$ cat src/rtl/note_highway_if.sv
// Bus bundle for note_highway: song/strum inputs toward the highway and
// highway/judging results back toward display and scoring.
interface note_highway_if #(
    parameter int DEPTH = 16
);
    logic                 beat;
    logic [4:0]           note_in;
    logic                 strum;
    logic [4:0]           frets;
    logic [5*DEPTH-1:0]   highway;
    logic                 hit;
    logic                 miss;
    logic [15:0]          score;
    logic [7:0]           streak;
    logic [2:0]           mult;

    modport master (
        output beat, note_in, strum, frets,
        input  highway, hit, miss, score, streak, mult
    );

    modport slave (
        input  beat, note_in, strum, frets,
        output highway, hit, miss, score, streak, mult
    );
endinterface

$ cat src/rtl/note_highway.sv
// note_highway: scrolling five-lane note highway with strum judging,
// streak and saturating score. Row 0 is the hit zone.
// Optional feature: NOTE_HIGHWAY_STREAK_MULT_EN enables a streak-based
// score multiplier (1..4); without it the multiplier is fixed at 1.
module note_highway #(
    parameter int DEPTH = 16
) (
    input  logic         clk,
    input  logic         reset,
    note_highway_if.slave bus
);
    logic [4:0]         row_q [DEPTH];
    logic [4:0]         row_d [DEPTH];
    logic               judged_q, judged_d;
    logic               hit_q, hit_d;
    logic               miss_q, miss_d;
    logic [15:0]        score_q, score_d;
    logic [7:0]         streak_q, streak_d;
    logic [2:0]         mult_w;
    logic [5*DEPTH-1:0] highway_w;
    logic [4:0]         zone;
    logic               strum_hit;
    logic               overstrum;
    logic               note_missed;
    logic [16:0]        score_sum;

    assign zone = row_q[0];

    // Multiplier derived from the registered streak, i.e. the pre-hit value
`ifdef NOTE_HIGHWAY_STREAK_MULT_EN
    always_comb begin
        if (streak_q >= 8'd30)      mult_w = 3'd4;
        else if (streak_q >= 8'd20) mult_w = 3'd3;
        else if (streak_q >= 8'd10) mult_w = 3'd2;
        else                        mult_w = 3'd1;
    end
`else
    always_comb begin
        mult_w = 3'd1;
    end
`endif

    // Judge the strum against the pre-shift zone and compute next state
    always_comb begin
        row_d       = row_q;
        judged_d    = judged_q;
        score_d     = score_q;
        streak_d    = streak_q;
        strum_hit   = bus.strum && (zone != 5'd0) && !judged_q && (bus.frets == zone);
        overstrum   = bus.strum && !strum_hit;
        // A same-cycle hit already consumed the departing row
        note_missed = bus.beat && (zone != 5'd0) && !judged_q && !strum_hit;
        hit_d       = strum_hit;
        miss_d      = overstrum || note_missed;
        score_sum   = {1'b0, score_q} + (17'(mult_w) * 17'd10);

        if (bus.beat) begin
            for (int unsigned i = 0; i < DEPTH - 1; i++) begin
                row_d[i] = row_q[i + 1];
            end
            row_d[DEPTH-1] = bus.note_in;
        end

        // The incoming zone row is always fresh, even if the old one was hit
        if (bus.beat)      judged_d = 1'b0;
        else if (strum_hit) judged_d = 1'b1;

        if (strum_hit) begin
            streak_d = (streak_q == 8'hFF) ? streak_q : streak_q + 8'd1;
            score_d  = score_sum[16] ? 16'hFFFF : score_sum[15:0];
        end else if (miss_d) begin
            streak_d = '0;
        end
    end

    // State registers; reset wins over any beat/strum in the same cycle
    always_ff @(posedge clk) begin
        if (reset) begin
            row_q    <= '{default: '0};
            judged_q <= 1'b0;
            hit_q    <= 1'b0;
            miss_q   <= 1'b0;
            score_q  <= '0;
            streak_q <= '0;
        end else begin
            row_q    <= row_d;
            judged_q <= judged_d;
            hit_q    <= hit_d;
            miss_q   <= miss_d;
            score_q  <= score_d;
            streak_q <= streak_d;
        end
    end

    // Flatten rows for the display stage: row i at bits [5i+4:5i]
    always_comb begin
        highway_w = '0;
        for (int unsigned i = 0; i < DEPTH; i++) begin
            highway_w[5*i +: 5] = row_q[i];
        end
    end

    assign bus.highway = highway_w;
    assign bus.hit     = hit_q;
    assign bus.miss    = miss_q;
    assign bus.score   = score_q;
    assign bus.streak  = streak_q;
    assign bus.mult    = mult_w;
endmodule

$ cat src/flat_wrapper.sv
// flat-port wrapper written by rule: the top's interface ports become plain ports
module note_highway_flat 
#(
    parameter int DEPTH = 16
)
  (clk, reset, bus_beat, bus_note_in, bus_strum, bus_frets, bus_highway, bus_hit, bus_miss, bus_score, bus_streak, bus_mult);
  note_highway_if #(.DEPTH(DEPTH)) bus_i ();
  input  logic clk;
  input  logic reset;
  input wire logic [$bits(bus_i.beat)-1:0] bus_beat;
  input wire logic [$bits(bus_i.note_in)-1:0] bus_note_in;
  input wire logic [$bits(bus_i.strum)-1:0] bus_strum;
  input wire logic [$bits(bus_i.frets)-1:0] bus_frets;
  output wire logic [$bits(bus_i.highway)-1:0] bus_highway;
  output wire logic [$bits(bus_i.hit)-1:0] bus_hit;
  output wire logic [$bits(bus_i.miss)-1:0] bus_miss;
  output wire logic [$bits(bus_i.score)-1:0] bus_score;
  output wire logic [$bits(bus_i.streak)-1:0] bus_streak;
  output wire logic [$bits(bus_i.mult)-1:0] bus_mult;
  assign bus_i.beat = bus_beat;
  assign bus_i.note_in = bus_note_in;
  assign bus_i.strum = bus_strum;
  assign bus_i.frets = bus_frets;
  assign bus_highway = bus_i.highway;
  assign bus_hit = bus_i.hit;
  assign bus_miss = bus_i.miss;
  assign bus_score = bus_i.score;
  assign bus_streak = bus_i.streak;
  assign bus_mult = bus_i.mult;
  note_highway #(.DEPTH(DEPTH)) u_core (.clk(clk), .reset(reset), .bus(bus_i));
endmodule
$ cat config.mk
export PLATFORM = sky130hd
export DESIGN_NAME = note_highway_flat
export DESIGN_NICKNAME = d
export VERILOG_FILES = /design/src/rtl/note_highway_if.sv /design/src/rtl/note_highway.sv /design/src/flat_wrapper.sv
export SDC_FILE = /design/constraint.sdc
export NUM_CORES = 1
export LEC_CHECK = 0
export CAP_MARGIN = 0
export CORE_MARGIN = 1
export CORE_UTILIZATION = 49
export CTS_BUF_LIST = sky130_fd_sc_hd__clkbuf_2 sky130_fd_sc_hd__clkbuf_4 sky130_fd_sc_hd__clkbuf_8
export DETAILED_ROUTE_END_ITERATION = 8
export GPL_ROUTABILITY_DRIVEN = 0
export GPL_TIMING_DRIVEN = 1
export PLACE_DENSITY = 0.82
export SYNTH_ARGS = -nofsm -noshare
export SYNTH_HDL_FRONTEND = slang
export SYNTH_SLANG_ARGS = --single-unit
$ cat constraint.sdc
create_clock -name clk -period 2.6 [get_ports clk]
set_input_delay 0.26 -clock clk [delete_from_list [all_inputs] [get_ports clk]]
set_output_delay 0.26 -clock clk [all_outputs]
set_load 0.02 [all_outputs]
==> run_results.csv <==
group,metric,value,unit
finish,final_cell_area,5630,um2
setup_path,crit_path_start_kind,"flop",
pwr,leakage,2.20,nW
setup_path,crit_type,"flop to flop",
setup_path,critPathBufInv,0,
detailed_routing,dr.pass1.iters,4,
worst_hold_path,holdCritPathClass,"primary input to flop",
die,die_h,94.2,um
pwr,powerDensity,492,nW/um2
detailed_routing,post-route-drc-count,0,
finish,layout.cells.non_filler,647,
outcome,status,"finished clean",
run,cap_violations,0,
logic_synthesis,synth_cell_types,39,
timing,hold_viol,0,
logic_synthesis,synthCells,427,
logic_synthesis,synth_edf_count,0,
timing,slew_violations,0,
die,core,8220,um2
die,rows,33,
detailed_routing,ant_nets,0,
detailed_routing,vias_per_cell,5.35,
clock_tree,numCtsBuffers,9,
clock_tree,cts_max_level,3,
die,dieArea,8880,um2
setup_path,cp_max_fo,4,
logic_synthesis,synth-seq-cells,107,
timing,fin_tns_setup,0,ns
clock_tree,path_clk_slew,0.10,ns
detailed_routing,avgRoutedWirePerCell,14.7,um
clock_tree,holdBufCountCts,0,
place,post-dp-hpwl,6510,um
setup_path,cp.required,2.86,ns
clock_tree,clkSinkCount,107,
detailed_routing,drt_iter0_drc,85,
logic_synthesis,synth-seq-area-share,51.4,%
setup_path,cpMostUsedCell,"or4_4",
timing,finClkSkew,0.00982,ns
clock_tree,ctsResizeCount,0,
grt,grt_max_degree,65,
logic_synthesis,ys_async_sr_fraction,0,%
logic_synthesis,syn_area,4170,um2
setup_path,slowest_delay,0.53,ns
logic_synthesis,avgSynthCellArea,9.76,um2
finish,fin_nets,553,
timing,timing.fmax,456,MHz
clock_tree,max-clock-path-buffers,2,
detailed_routing,num_vias,3459,
clock_tree,clock_latency,0.37,ns
finish,num_antenna_cells,0,
timing,rsz0062_at_grt,"no",
setup_path,critPathTopFamily,"simple AND/OR/NAND/NOR gates",
finish,drive_above_1_share,6.46,%
timing,worst_slew_pin_slew,0.580,ns
timing,max-slew-margin-rel,61.2,%
clock_tree,cts_root_buf,"clkbuf_8",
grt,grt_antenna_before_repair,0,
die,ios,123,
timing,min_period_over_period,84.3,%
clock_tree,cts_tree,"yes",
place,io_buffers,119,
setup_path,worst_path_max_delay_cell,"or4_4",
timing,period_needed,2.19,ns
logic_synthesis,ys.flop_type,"dfxtp_1",
logic_synthesis,synth_warnings,0,
grt,first_global_vias,3253,
die,die_w,94.2,um
grt,grt_pass1_wl,15300,um
setup_path,worstPathCellList,"xnor2_2 -> nand4_1 -> or4_4 -> or4_4 -> mux2_4",
pwr,peakVddDrop,404,uV
setup_path,arrival,2.45,ns
place,placed_area,5460,um2
setup_path,end_kind,"flop",
finish,area_delta_synth_final,35.2,%
timing,finalSetupViolations,0,
timing,hold_slack,0.294,ns
place,dp_cells,631,
grt,grt-ovfl-total,0,
die,start_util,50.7,%
grt,grtUsageTotal,21.9,%
clock_tree,cts_setup_buffers,0,
detailed_routing,drt_wl_total,9490,um
==> worst register-to-register path, delay by kind of cell (launching register included) <==
kind             cells  cell delay [ns]
flip-flops           1             0.44
AND/OR/NAND/NOR      3             1.21
multiplexers         1             0.31
XOR/XNOR             1             0.14
==> registers in the layout, summed over array words and instances, names as in the netlist <==
register and cells:
u_core.bus.miss 1, u_core.judged_q 1, u_core.zone 5, u_core.bus.score 16, u_core.bus.hit 1, u_core.bus.highway 75, u_core.bus.streak 8
==> power by group <==
| part | internal (mW) | switching, mW | total, mW |
|---|---|---|---|
| combinational | 0.0755 | 0.0925 | 0.168 |
| sequential | 1.65 | 0.00750 | 1.66 |
| clock | 0.370 | 0.578 | 0.948 |
| total | 2.09 | 0.678 | 2.77 |
==> routing by layer <==
| layer | global-route usage (%) | share of wire (%) |
|---|---|---|
| met1 | 25.8 | 42 |
| met2 | 35.0 | 47 |
| met3 | 8.58 | 9.1 |
| met4 | 9.23 | 2.0 |
| met5 | 0 | 0 |
==> path summary, 6_finish.rpt <==
path | startpoint | endpoint | slack, ns | depth (start not counted)
setup / recovery | u_core.zone[2]$_SDFFE_PP0P_ | u_core.bus.score[14]$_SDFFE_PP0P_ | 0.41 | 5
setup reg to reg | u_core.zone[2]$_SDFFE_PP0P_ | u_core.bus.score[14]$_SDFFE_PP0P_ | 0.41 | 5
hold reg to reg | u_core.bus.score[9]$_SDFFE_PP0P_ | u_core.bus.score[9]$_SDFFE_PP0P_ | 0.50 | 2
hold / removal | bus_beat | u_core.judged_q$_SDFFE_PP0P_ | 0.29 | 2
==> synth_stat cells, drive strengths merged (2+ instances only) <==
master / number / area (um2)
dfxtp: 107 / 2140
a31oi: 7 / 43.8
ha: 2 / 25.0
and3: 3 / 18.8
nand3: 10 / 50.1
o21a: 2 / 15.0
a21oi: 10 / 50.1
a211oi: 2 / 15.0
a41oi: 3 / 26.3
or3: 2 / 15.0
and4: 2 / 17.5
a221oi: 5 / 43.8
nand4: 2 / 12.5
a21o: 2 / 15.0
conb: 2 / 7.51
or4: 3 / 30.0
buf: 5 / 38.8
mux2i: 80 / 801
nor3: 12 / 60.1
inv: 8 / 30.0
clkbuf: 25 / 93.8
xnor2: 5 / 51.3
nor2: 96 / 360
a311oi: 7 / 61.3
nand2: 11 / 41.3
o21ai: 5 / 25.0
==> final cells by class <==
cell class,count,area (um2)
tap,105,131
clock buffer,10,131
inverter,8,30.0
clock inverter,6,47.5
timing repair buffer,128,1280
multi-input combinational,283,1870
fill,655,2580
sequential,107,2140
==> cells by family (layout without fill, tap and decap cells) <==
logic type | Yosys count | count (layout) | share of synthesized area, %
flip-flops | 107 | 107 | 51.4
AND/OR/NAND/NOR | 146 | 146 | 15.4
other | 2 | 3 | 0.180
AO/OA/AOI/OAI | 46 | 46 | 7.72
XOR/XNOR | 5 | 5 | 1.23
multiplexers | 81 | 81 | 19.6
adder cells (fa/ha/maj) | 2 | 2 | 0.600
buffers and inverters | 38 | 152 | 3.90
==> placed cells by master, fill, tap and decap left out, types with 8 or more instances in the layout <==
cell	netlist	final
a21oi_1	10	10
buf_4	3	9
nand2_1	11	11
nor3_1	12	12
clkbuf_8	0	9
mux2i_1	80	80
nor2_1	96	96
nand3_1	10	10
dfxtp_1	107	107
inv_1	8	8
clkdlybuf4s50_1	0	117
==> stage by stage <==
| step | power (mW) | setup WS (ns) | util (%) |
|---|---|---|---|
| CTS | 2.80 | 0.403 | 68.6 |
| global placement | 1.86 | 0.159 | 66.4 |
| global route | 2.87 | 0.168 | 68.6 |
| finish | 2.77 | 0.408 | 68.6 |
| floorplan | 1.81 | 0.309 | - |
| detailed placement | 1.86 | 0.103 | 66.4 |
Note: power is estimated with default switching activity, not from simulation.
==> RTL edit, RTL diff (same flow settings) <==
`DEPTH` is set to 16 in 3 places; all go to 32.
--- a/src/rtl/note_highway_if.sv
+++ b/src/rtl/note_highway_if.sv
@@ -1,7 +1,7 @@
 // Bus bundle for note_highway: song/strum inputs toward the highway and
 // highway/judging results back toward display and scoring.
 interface note_highway_if #(
-    parameter int DEPTH = 16
+    parameter int DEPTH = 32
 );
     logic                 beat;
     logic [4:0]           note_in;
--- a/src/rtl/note_highway.sv
+++ b/src/rtl/note_highway.sv
@@ -3,7 +3,7 @@
 // Optional feature: NOTE_HIGHWAY_STREAK_MULT_EN enables a streak-based
 // score multiplier (1..4); without it the multiplier is fixed at 1.
 module note_highway #(
-    parameter int DEPTH = 16
+    parameter int DEPTH = 32
 ) (
     input  logic         clk,
     input  logic         reset,
--- a/src/flat_wrapper.sv
+++ b/src/flat_wrapper.sv
@@ -1,7 +1,7 @@
 // flat-port wrapper written by rule: the top's interface ports become plain ports
 module note_highway_flat 
 #(
-    parameter int DEPTH = 16
+    parameter int DEPTH = 32
 )
   (clk, reset, bus_beat, bus_note_in, bus_strum, bus_frets, bus_highway, bus_hit, bus_miss, bus_score, bus_streak, bus_mult);
   note_highway_if #(.DEPTH(DEPTH)) bus_i ();
Interface: changed (resized bus_highway); port bits go from 123 to 203. The function was not compared with the original's and may differ.
==> RTL edit against the original RTL <==
First-iteration DRC count grew to 4.5 times the old value. Sequential cell count is 80 higher. Area after synthesis grew 72%. Routed wire length grew 79%. Total power rose by 84%. Core utilization about the same. Die area up 70%. Final area up 71%. Setup slack improved by 0.16 ns. Fmax grew 7.9%. Via count is 62% higher.
==> RTL edit: results (changes against the original RTL) <==
* Run status: completed
* CTS Buf Count at 17 (+8)
* Critical path origin: u_core.zone[4]$_SDFFE_PP0P_
* All-Layer GR Usage at 22.8% (+0.99 points)
* Avg WL per Cell at 15.9 um (+8.5%)
* WL met1 at 7020 um (+76%)
* Peak per-stage delay on the critical path at 0.73 ns (+0.20 ns)
* Detailed route wirelength on metal2 at 8460 um (+91%)
* Non-clock inverter count in the final layout at 3 (-5)
* Wire length on met3 at 1130 um (+31%)
* Post-synthesis sequential area ratio at 52.4% (+0.98 points)
* Met3 usage in global routing at 6.55% (-2.0 points)
* Final period utilization at 78.2% (-6.1 points)
* Via count at 5618 (+62%)
* Pre-Repair DR Iteration Count at 5 (+1)
* Register fraction of the total cell area at 38.9% (+0.85 points)
* Critical Path AT at 1.77 ns (-0.68 ns)
* Multi-input combinational cell area at 3170 um2 (+69%)
* Clock skew at 0.0173 ns (+0.00752 ns)
* Met1 Track Usage GR at 26.9% (+1.1 points)
* VDD IR max at 0.000353 V (-12%)
* Wire length of the first global-routing pass at 26800 um (+75%)
* Clk tree area frac at 4.20% (+1.0 points)
* Hold-critical path endpoint: u_core.bus.highway[152]$_SDFFE_PP0P_
* Number of multi-input combinational cells in the layout at 459 (+62%)
* Count of input and output buffers at 199 (+67%)
* Fraction of layout cells with a size suffix above 1 at 6.76% (+0.30 points)
* Vias in the first global route at 5432 (+67%)
* Placed wire-length estimate after detailed placement at 11800 um (+82%)
* Post-synthesis cell type count at 55 (+41%)
* Signal buffers share of area at 21.6% (-1.1 points)
* GR Layer Usage met2 at 38.6% (+3.6 points)
* Final cell area excluding filler cells at 9630 um2 (+71%)
* Number of nets at the end of the flow at 891 (+61%)
* Hold Startpoint: reset
* Filler Cell Count at 1059 (+62%)
* Kind of cell with the highest combined delay on the critical path: buffers and inverters
* Worst reg2reg path startpoint: u_core.bus.score[6]$_SDFFE_PP0P_
* Total cell area at the placement stage at 9230 um2 (+69%)
* Register-to-Register Setup Slack at 0.65 ns (+0.24 ns)
* H-tree levels at 4 (+1)
* Top post-synthesis cells by area: sky130_fd_sc_hd__dfxtp_1 (52%), sky130_fd_sc_hd__mux2i_1 (23%), sky130_fd_sc_hd__nor2_1 (8.8%)
* DRC marker count from the first detailed-route iteration at 382 (+350%)
* Top post-synthesis cells by count: sky130_fd_sc_hd__dfxtp_1 (187), sky130_fd_sc_hd__nor2_1 (168), sky130_fd_sc_hd__mux2i_1 (161)
* Max reg flops at 155 (+110%)
[RTL edit: cell types whose count changed after synthesis, sizes merged, moves of 6 or more]
cell	change
a21oi	+7
and3	+6
buf	+22
dfxtp	+80
mux2i	+81
nor2	+75
[RTL edit: cells by family after synthesis]
kind of cell | after synthesis | synth area share [%]
AND/OR/NAND/NOR | 239 | 15.6
other | 2 | 0.105
AO/OA/AOI/OAI | 49 | 4.87
adder cells (fa/ha/maj) | 2 | 0.350
buffers and inverters | 50 | 3.40
XOR/XNOR | 5 | 0.718
multiplexers | 161 | 22.5
flip-flops | 187 | 52.4
[RTL edit: where the power goes]
group / switching (W) / leakage (nW) / internal (W)
logic: 0.000148 / 2.18 / 0.000105
registers: 0.00000815 / 1.51 / 0.00287
clock network: 0.00101 / 0.206 / 0.000950
[RTL edit: metrics by stage]
step                hold WS (ns)  util (%)  cells
floorplan                  0.408         -    696
detailed placement         0.510      65.7   1036
CTS                        0.285      68.6   1068
finish                     0.277      68.6   1068
global route               0.314      68.6   1068
global placement           0.469      65.7   1036
